[config.mk]
export PLATFORM = sky130hd
export DESIGN_NAME = id_ex_stage
export DESIGN_NICKNAME = d
export VERILOG_FILES = /design/src/rtl/id_ex_stage.sv
export SDC_FILE = /design/constraint.sdc
export NUM_CORES = 1
export LEC_CHECK = 0
export CORE_MARGIN = 10
export CORE_UTILIZATION = 40
export DETAILED_ROUTE_END_ITERATION = 10
export DONT_BUFFER_PORTS = 1
export GPL_TIMING_DRIVEN = 0
export SYNTH_ARGS = -nofsm -noshare
export SYNTH_HDL_FRONTEND = slang
export SYNTH_SLANG_ARGS = --single-unit
[constraint.sdc]
create_clock -name clk -period 3.21 [get_ports clk]
set_input_delay 0.4815 -clock clk [delete_from_list [all_inputs] [get_ports clk]]
set_output_delay 0.4815 -clock clk [all_outputs]
set_load 0.02 [all_outputs]
[src/rtl/id_ex_stage.sv]
// id_ex_stage: ID/EX pipeline register with load-use
// hazard detection, flush, hold and a bubble counter.
module id_ex_stage #(
   parameter int DW = 32,
   parameter int CW = 16
) (
   input  logic          clk,
   input  logic          reset,
   input  logic          hold,
   input  logic          flush,
   input  logic [4:0]    rs_id,
   input  logic [4:0]    rt_id,
   input  logic [4:0]    rd_id,
   input  logic          uses_rs_id,
   input  logic          uses_rt_id,
   input  logic [DW-1:0] a_id,
   input  logic [DW-1:0] b_id,
   input  logic [DW-1:0] imm_id,
   input  logic          WB_id,
   input  logic          MemRead_id,
   input  logic          MemWrite_id,
   input  logic          ALUSrc_id,
   input  logic [3:0]    ALUOp_id,
   input  logic          RegDst_id,
   input  logic          valid_id,
   output logic [4:0]    Rs_ex,
   output logic [4:0]    Rt_ex,
   output logic [4:0]    R_dest_ex,
   output logic [DW-1:0] a_ex,
   output logic [DW-1:0] b_ex,
   output logic [DW-1:0] imm_ex,
   output logic          WB_ex,
   output logic          MemRead_ex,
   output logic          MemWrite_ex,
   output logic          ALUSrc_ex,
   output logic [3:0]    ALUOp_ex,
   output logic          valid_ex,
   output logic          stall_if_id,
   output logic [CW-1:0] bubble_cnt
);

   typedef struct packed {
      logic          valid;
      logic          wb;
      logic          mem_rd;
      logic          mem_wr;
      logic          alu_src;
      logic [3:0]    alu_op;
      logic [4:0]    rs;
      logic [4:0]    rt;
      logic [4:0]    rdst;
      logic [DW-1:0] a;
      logic [DW-1:0] b;
      logic [DW-1:0] imm;
   } ex_t;

   ex_t           ex_q, ex_d, cap;
   logic [CW-1:0] cnt_q, cnt_d;
   logic          load_use;
   logic          rs_hit, rt_hit;

   // hazard detection against the load currently in EX
   always_comb begin
      rs_hit   = uses_rs_id & (rs_id == ex_q.rdst);
      rt_hit   = uses_rt_id & (rt_id == ex_q.rdst);
      load_use = ex_q.mem_rd & ex_q.valid
               & (ex_q.rdst != 5'd0)
               & (rs_hit | rt_hit) & valid_id;
   end

   assign stall_if_id = hold | (load_use & ~flush);

   // bundle the ID-side fields as they would be captured
   always_comb begin
      cap.valid   = valid_id;
      cap.wb      = WB_id;
      cap.mem_rd  = MemRead_id;
      cap.mem_wr  = MemWrite_id;
      cap.alu_src = ALUSrc_id;
      cap.alu_op  = ALUOp_id;
      cap.rs      = rs_id;
      cap.rt      = rt_id;
      cap.rdst    = RegDst_id ? rd_id : rt_id;
      cap.a       = a_id;
      cap.b       = b_id;
      cap.imm     = imm_id;
   end

   // next state: hold > flush > load-use bubble > capture
   always_comb begin
      ex_d  = ex_q;
      cnt_d = cnt_q;
      if (hold) begin
         ex_d = ex_q;
      end else if (flush) begin
         ex_d = '0;
      end else if (load_use) begin
         ex_d = '0;
         if (cnt_q != {CW{1'b1}})
            cnt_d = cnt_q + CW'(1);
      end else if (valid_id) begin
         ex_d = cap;
      end else begin
         ex_d = '0;
      end
   end

   // pipeline register and counter state
   always_ff @(posedge clk) begin
      if (reset) begin
         ex_q  <= '0;
         cnt_q <= '0;
      end else begin
         ex_q  <= ex_d;
         cnt_q <= cnt_d;
      end
   end

   assign valid_ex    = ex_q.valid;
   assign WB_ex       = ex_q.wb;
   assign MemRead_ex  = ex_q.mem_rd;
   assign MemWrite_ex = ex_q.mem_wr;
   assign ALUSrc_ex   = ex_q.alu_src;
   assign ALUOp_ex    = ex_q.alu_op;
   assign Rs_ex       = ex_q.rs;
   assign Rt_ex       = ex_q.rt;
   assign R_dest_ex   = ex_q.rdst;
   assign a_ex        = ex_q.a;
   assign b_ex        = ex_q.b;
   assign imm_ex      = ex_q.imm;
   assign bubble_cnt  = cnt_q;

endmodule

==> impl_metrics.json <==
{
  "pre_cts_slack_ns": -0.0822,
  "slowest_delay_ns": 0.41,
  "gp_congestion": 0.766,
  "syn_inst": 399,
  "path_cells": "xor2_1, nor4_1, a32oi_1, clkbuf_1, clkbuf_2, o41ai_4",
  "r2r_slack_ns": 0.91,
  "hold_path_depth": 1,
  "clock_skew_ns": 0.00690,
  "grt_pass1_vias": 3425,
  "avgSynthCellArea_um2": 11.7,
  "core_um2": 11400,
  "area_delta_synth_final_pct": 17.8,
  "post-dp-hpwl_mm": 11.5,
  "reg2reg_depth": 6,
  "crit_path_end_kind": "primary output",
  "status": "finished, final reports clean",
  "ys_seq_elements": 136,
  "die_y_um": 128,
  "maxSlewViolCount": 0,
  "ioPinCount": 264,
  "placed_cell_area_um2": 4850,
  "ys_warn_count": 0,
  "fin_util_pct": 48.2,
  "grt_pass1_wl_mm": 21.4,
  "clk_pin_slew_ns": 0.06,
  "required_ns": 2.73,
  "dieArea_um2": 16400,
  "die_w_um": 128,
  "final_common_cell": "dfxtp_1",
  "ant_nets": 0,
  "track_usage_pct": 17.1,
  "min_path_type": "primary input to flip-flop",
  "setup_ws_ns": 0.240,
  "start_util_pct": 40.9,
  "endpoint": "stall_if_id",
  "stdcell_area_um2": 5500,
  "clockBufferDepth": 2,
  "rsz0062_at_grt": "false",
  "slew_headroom_pct": 51.6,
  "grt_max_degree": 17,
  "crit_path_max_fanout": 10,
  "cts_made_buffers": 17,
  "ir_drop_v": 0.000545,
  "finalCritPeriodShare_pct": 92.5,
  "vias": 3448,
  "crit_start": "R_dest_ex[2]$_SDFFE_PP0N_",
  "syn_nets": 527,
  "cts_tree": "yes",
  "clock-root-buffer": "clkbuf_16",
  "ys_seq_area_share_pct": 58.3,
  "portBuffers": 0,
  "critPathKind": "flip-flop to primary output",
  "wl_mm": 14.9,
  "nNetsFinal": 546,
  "drt_first_pass_iters": 7,
  "finalHoldViolCount": 0,
  "start_kind": "flip-flop",
  "final_cell_mix": "131 x dfxtp_1, 119 x a22o_1, 18 x clkbuf_1",
  "timing.max_cap.violations": 0,
  "cts.sinks": 136,
  "fmax_ghz": 0.337,
  "layout-drive-gt1-share_pct": 14.2,
  "pwr_density_cell_nw_per_um2": 718,
  "via_per_inst": 6.00,
  "overflow": 0,
  "rr_startpoint": "R_dest_ex[0]$_SDFFE_PP0N_",
  "worst_pin_slew_ns": 0.725,
  "critPathArrivalTime_ns": 2.49,
  "drt_iter0_markers": 210,
  "grt_antenna_before_repair": 1,
  "cellLeakagePower_nw": 2.11,
  "drc": 0,
  "avgRoutedWirePerCell_um": 26.0,
  "syn_area_um2": 4670,
  "clock_latency_ns": 0.41,
  "h-tree-depth": 4,
  "rows": 39,
  "cpMaxStageDelayCell": "o41ai_4",
  "ys_types": 32,
  "finalSetupViolCount": 0,
  "min_period_ns": 2.97,
  "r2r-end": "a_ex[14]$_SDFFE_PP0N_"
}
[routing by layer]
| metal | track usage [%] | share of wire, % |
|---|---|---|
| met4 | 8.01 | 1.5 |
| met5 | 0 | 0 |
| met3 | 8.60 | 12 |
| met2 | 27.3 | 49 |
| met1 | 18.4 | 37 |
[layout make-up]
class / count / area (um^2)
Sequential cell: 136 / 2730
Clock inverter: 10 / 140
Buffer: 34 / 149
Fill cell: 1048 / 5920
Antenna cell: 1 / 2.50
Clock buffer: 22 / 484
Tap cell: 143 / 179
Inverter: 2 / 7.51
Multi-Input combinational cell: 227 / 1810
[cell usage after synthesis]
| master | number | area, um^2 |
|---|---|---|
| nor4b_1 | 2 | 17.5 |
| a22o_1 | 119 | 1040 |
| buf_2 | 16 | 80.1 |
| nor4_1 | 4 | 25.0 |
| o41ai_1 | 2 | 17.5 |
| nor2_1 | 10 | 37.5 |
| and2_0 | 1 | 6.26 |
| o31ai_1 | 11 | 82.6 |
| nand3_1 | 6 | 30.0 |
| o31a_1 | 1 | 8.76 |
| nor2b_1 | 4 | 25.0 |
| xor2_1 | 8 | 70.1 |
| dfxtp_1 | 136 | 2720 |
| o211ai_1 | 1 | 7.51 |
| or4_1 | 12 | 90.1 |
| or3_1 | 2 | 12.5 |
| a32oi_1 | 1 | 8.76 |
| a21o_1 | 1 | 7.51 |
| nand2b_1 | 1 | 6.26 |
| clkbuf_1 | 18 | 67.6 |
| ha_1 | 1 | 12.5 |
| o21ba_2 | 1 | 10.0 |
| mux2_2 | 5 | 56.3 |
| or3b_1 | 1 | 8.76 |
| nand4_1 | 5 | 31.3 |
| inv_1 | 2 | 7.51 |
| nand2_1 | 7 | 26.3 |
| xnor2_1 | 2 | 17.5 |
| or4b_1 | 2 | 20.0 |
| mux2_1 | 4 | 45.0 |
| nor2_2 | 1 | 6.26 |
| a21oi_1 | 12 | 60.1 |
[registers in the layout, indices dropped and copies added, names as in the netlist]
register     count
imm_ex          32
bubble_cnt      16
a_ex            32
valid_ex         1
ALUSrc_ex        1
Rs_ex            5
b_ex            32
WB_ex            1
Rt_ex            5
ALUOp_ex         4
R_dest_ex        5
MemWrite_ex      1
MemRead_ex       1
[worst max-delay path, delay by kind of cell (launching register included)]
kind	cells	cell delay (ns)
buffers and inverters	2	0.54
XOR/XNOR	1	0.18
AO/OA/AOI/OAI	2	0.59
AND/OR/NAND/NOR	1	0.37
flip-flops	1	0.39
[how the worst min path moves through the flow]
stage                                 from                     endpoint  slack (ns)
2_1_floorplan  bubble_cnt[10]$_SDFFE_PP0P_  bubble_cnt[10]$_SDFFE_PP0P_        0.56
3_3_place_gp    bubble_cnt[6]$_SDFFE_PP0P_   bubble_cnt[6]$_SDFFE_PP0P_        0.59
3_5_place_dp   bubble_cnt[10]$_SDFFE_PP0P_  bubble_cnt[10]$_SDFFE_PP0P_        0.61
4_1_cts                           b_id[16]        b_ex[16]$_SDFFE_PP0N_        0.18
5_1_grt                           b_id[29]        b_ex[29]$_SDFFE_PP0N_        0.18
6_report                          a_id[20]        a_ex[20]$_SDFFE_PP0N_        0.20
[where the power goes]
part	internal, mW	switching, mW
logic	0.0509	0.0669
registers	1.73	0.0784
clock network	1.31	0.721
[what timing repair did]
item / CTS / global route
endpoints found under the setup margin: 1 / 1
hold buffers: 0 / 0
resized for setup: 6 / 2
hold endpoints to repair: 0 / 0
pin swaps: 0 / 1
buffers inserted: 0 / 0
[per-stage QoR]
stage,TNS (ns),hold WS (ns),cells,power (mW)
6_report,0,0.200,575,3.95
5_1_grt,0,0.185,574,4.07
4_1_cts,0,0.179,574,3.99
3_5_place_dp,-0.0822,0.608,542,1.96
3_3_place_gp,-0.104,0.590,542,1.96
2_1_floorplan,0,0.563,399,1.92
[cell families (layout without fill, tap and decap cells)]
| logic type | count (synthesis) | after routing | synth area share (%) |
|---|---|---|---|
| adders and majority gates | 1 | 1 | 0.268 |
| and+or+nand+nor | 58 | 58 | 7.35 |
| xor gates and xnor gates | 10 | 10 | 1.88 |
| DFF | 136 | 136 | 58.3 |
| other | 0 | 1 | 0 |
| AOI/OAI and AO/OA | 149 | 149 | 26.7 |
| buffers and inverters | 36 | 68 | 3.32 |
| muxes | 9 | 9 | 2.17 |
(Power assumes the default switching activity.)
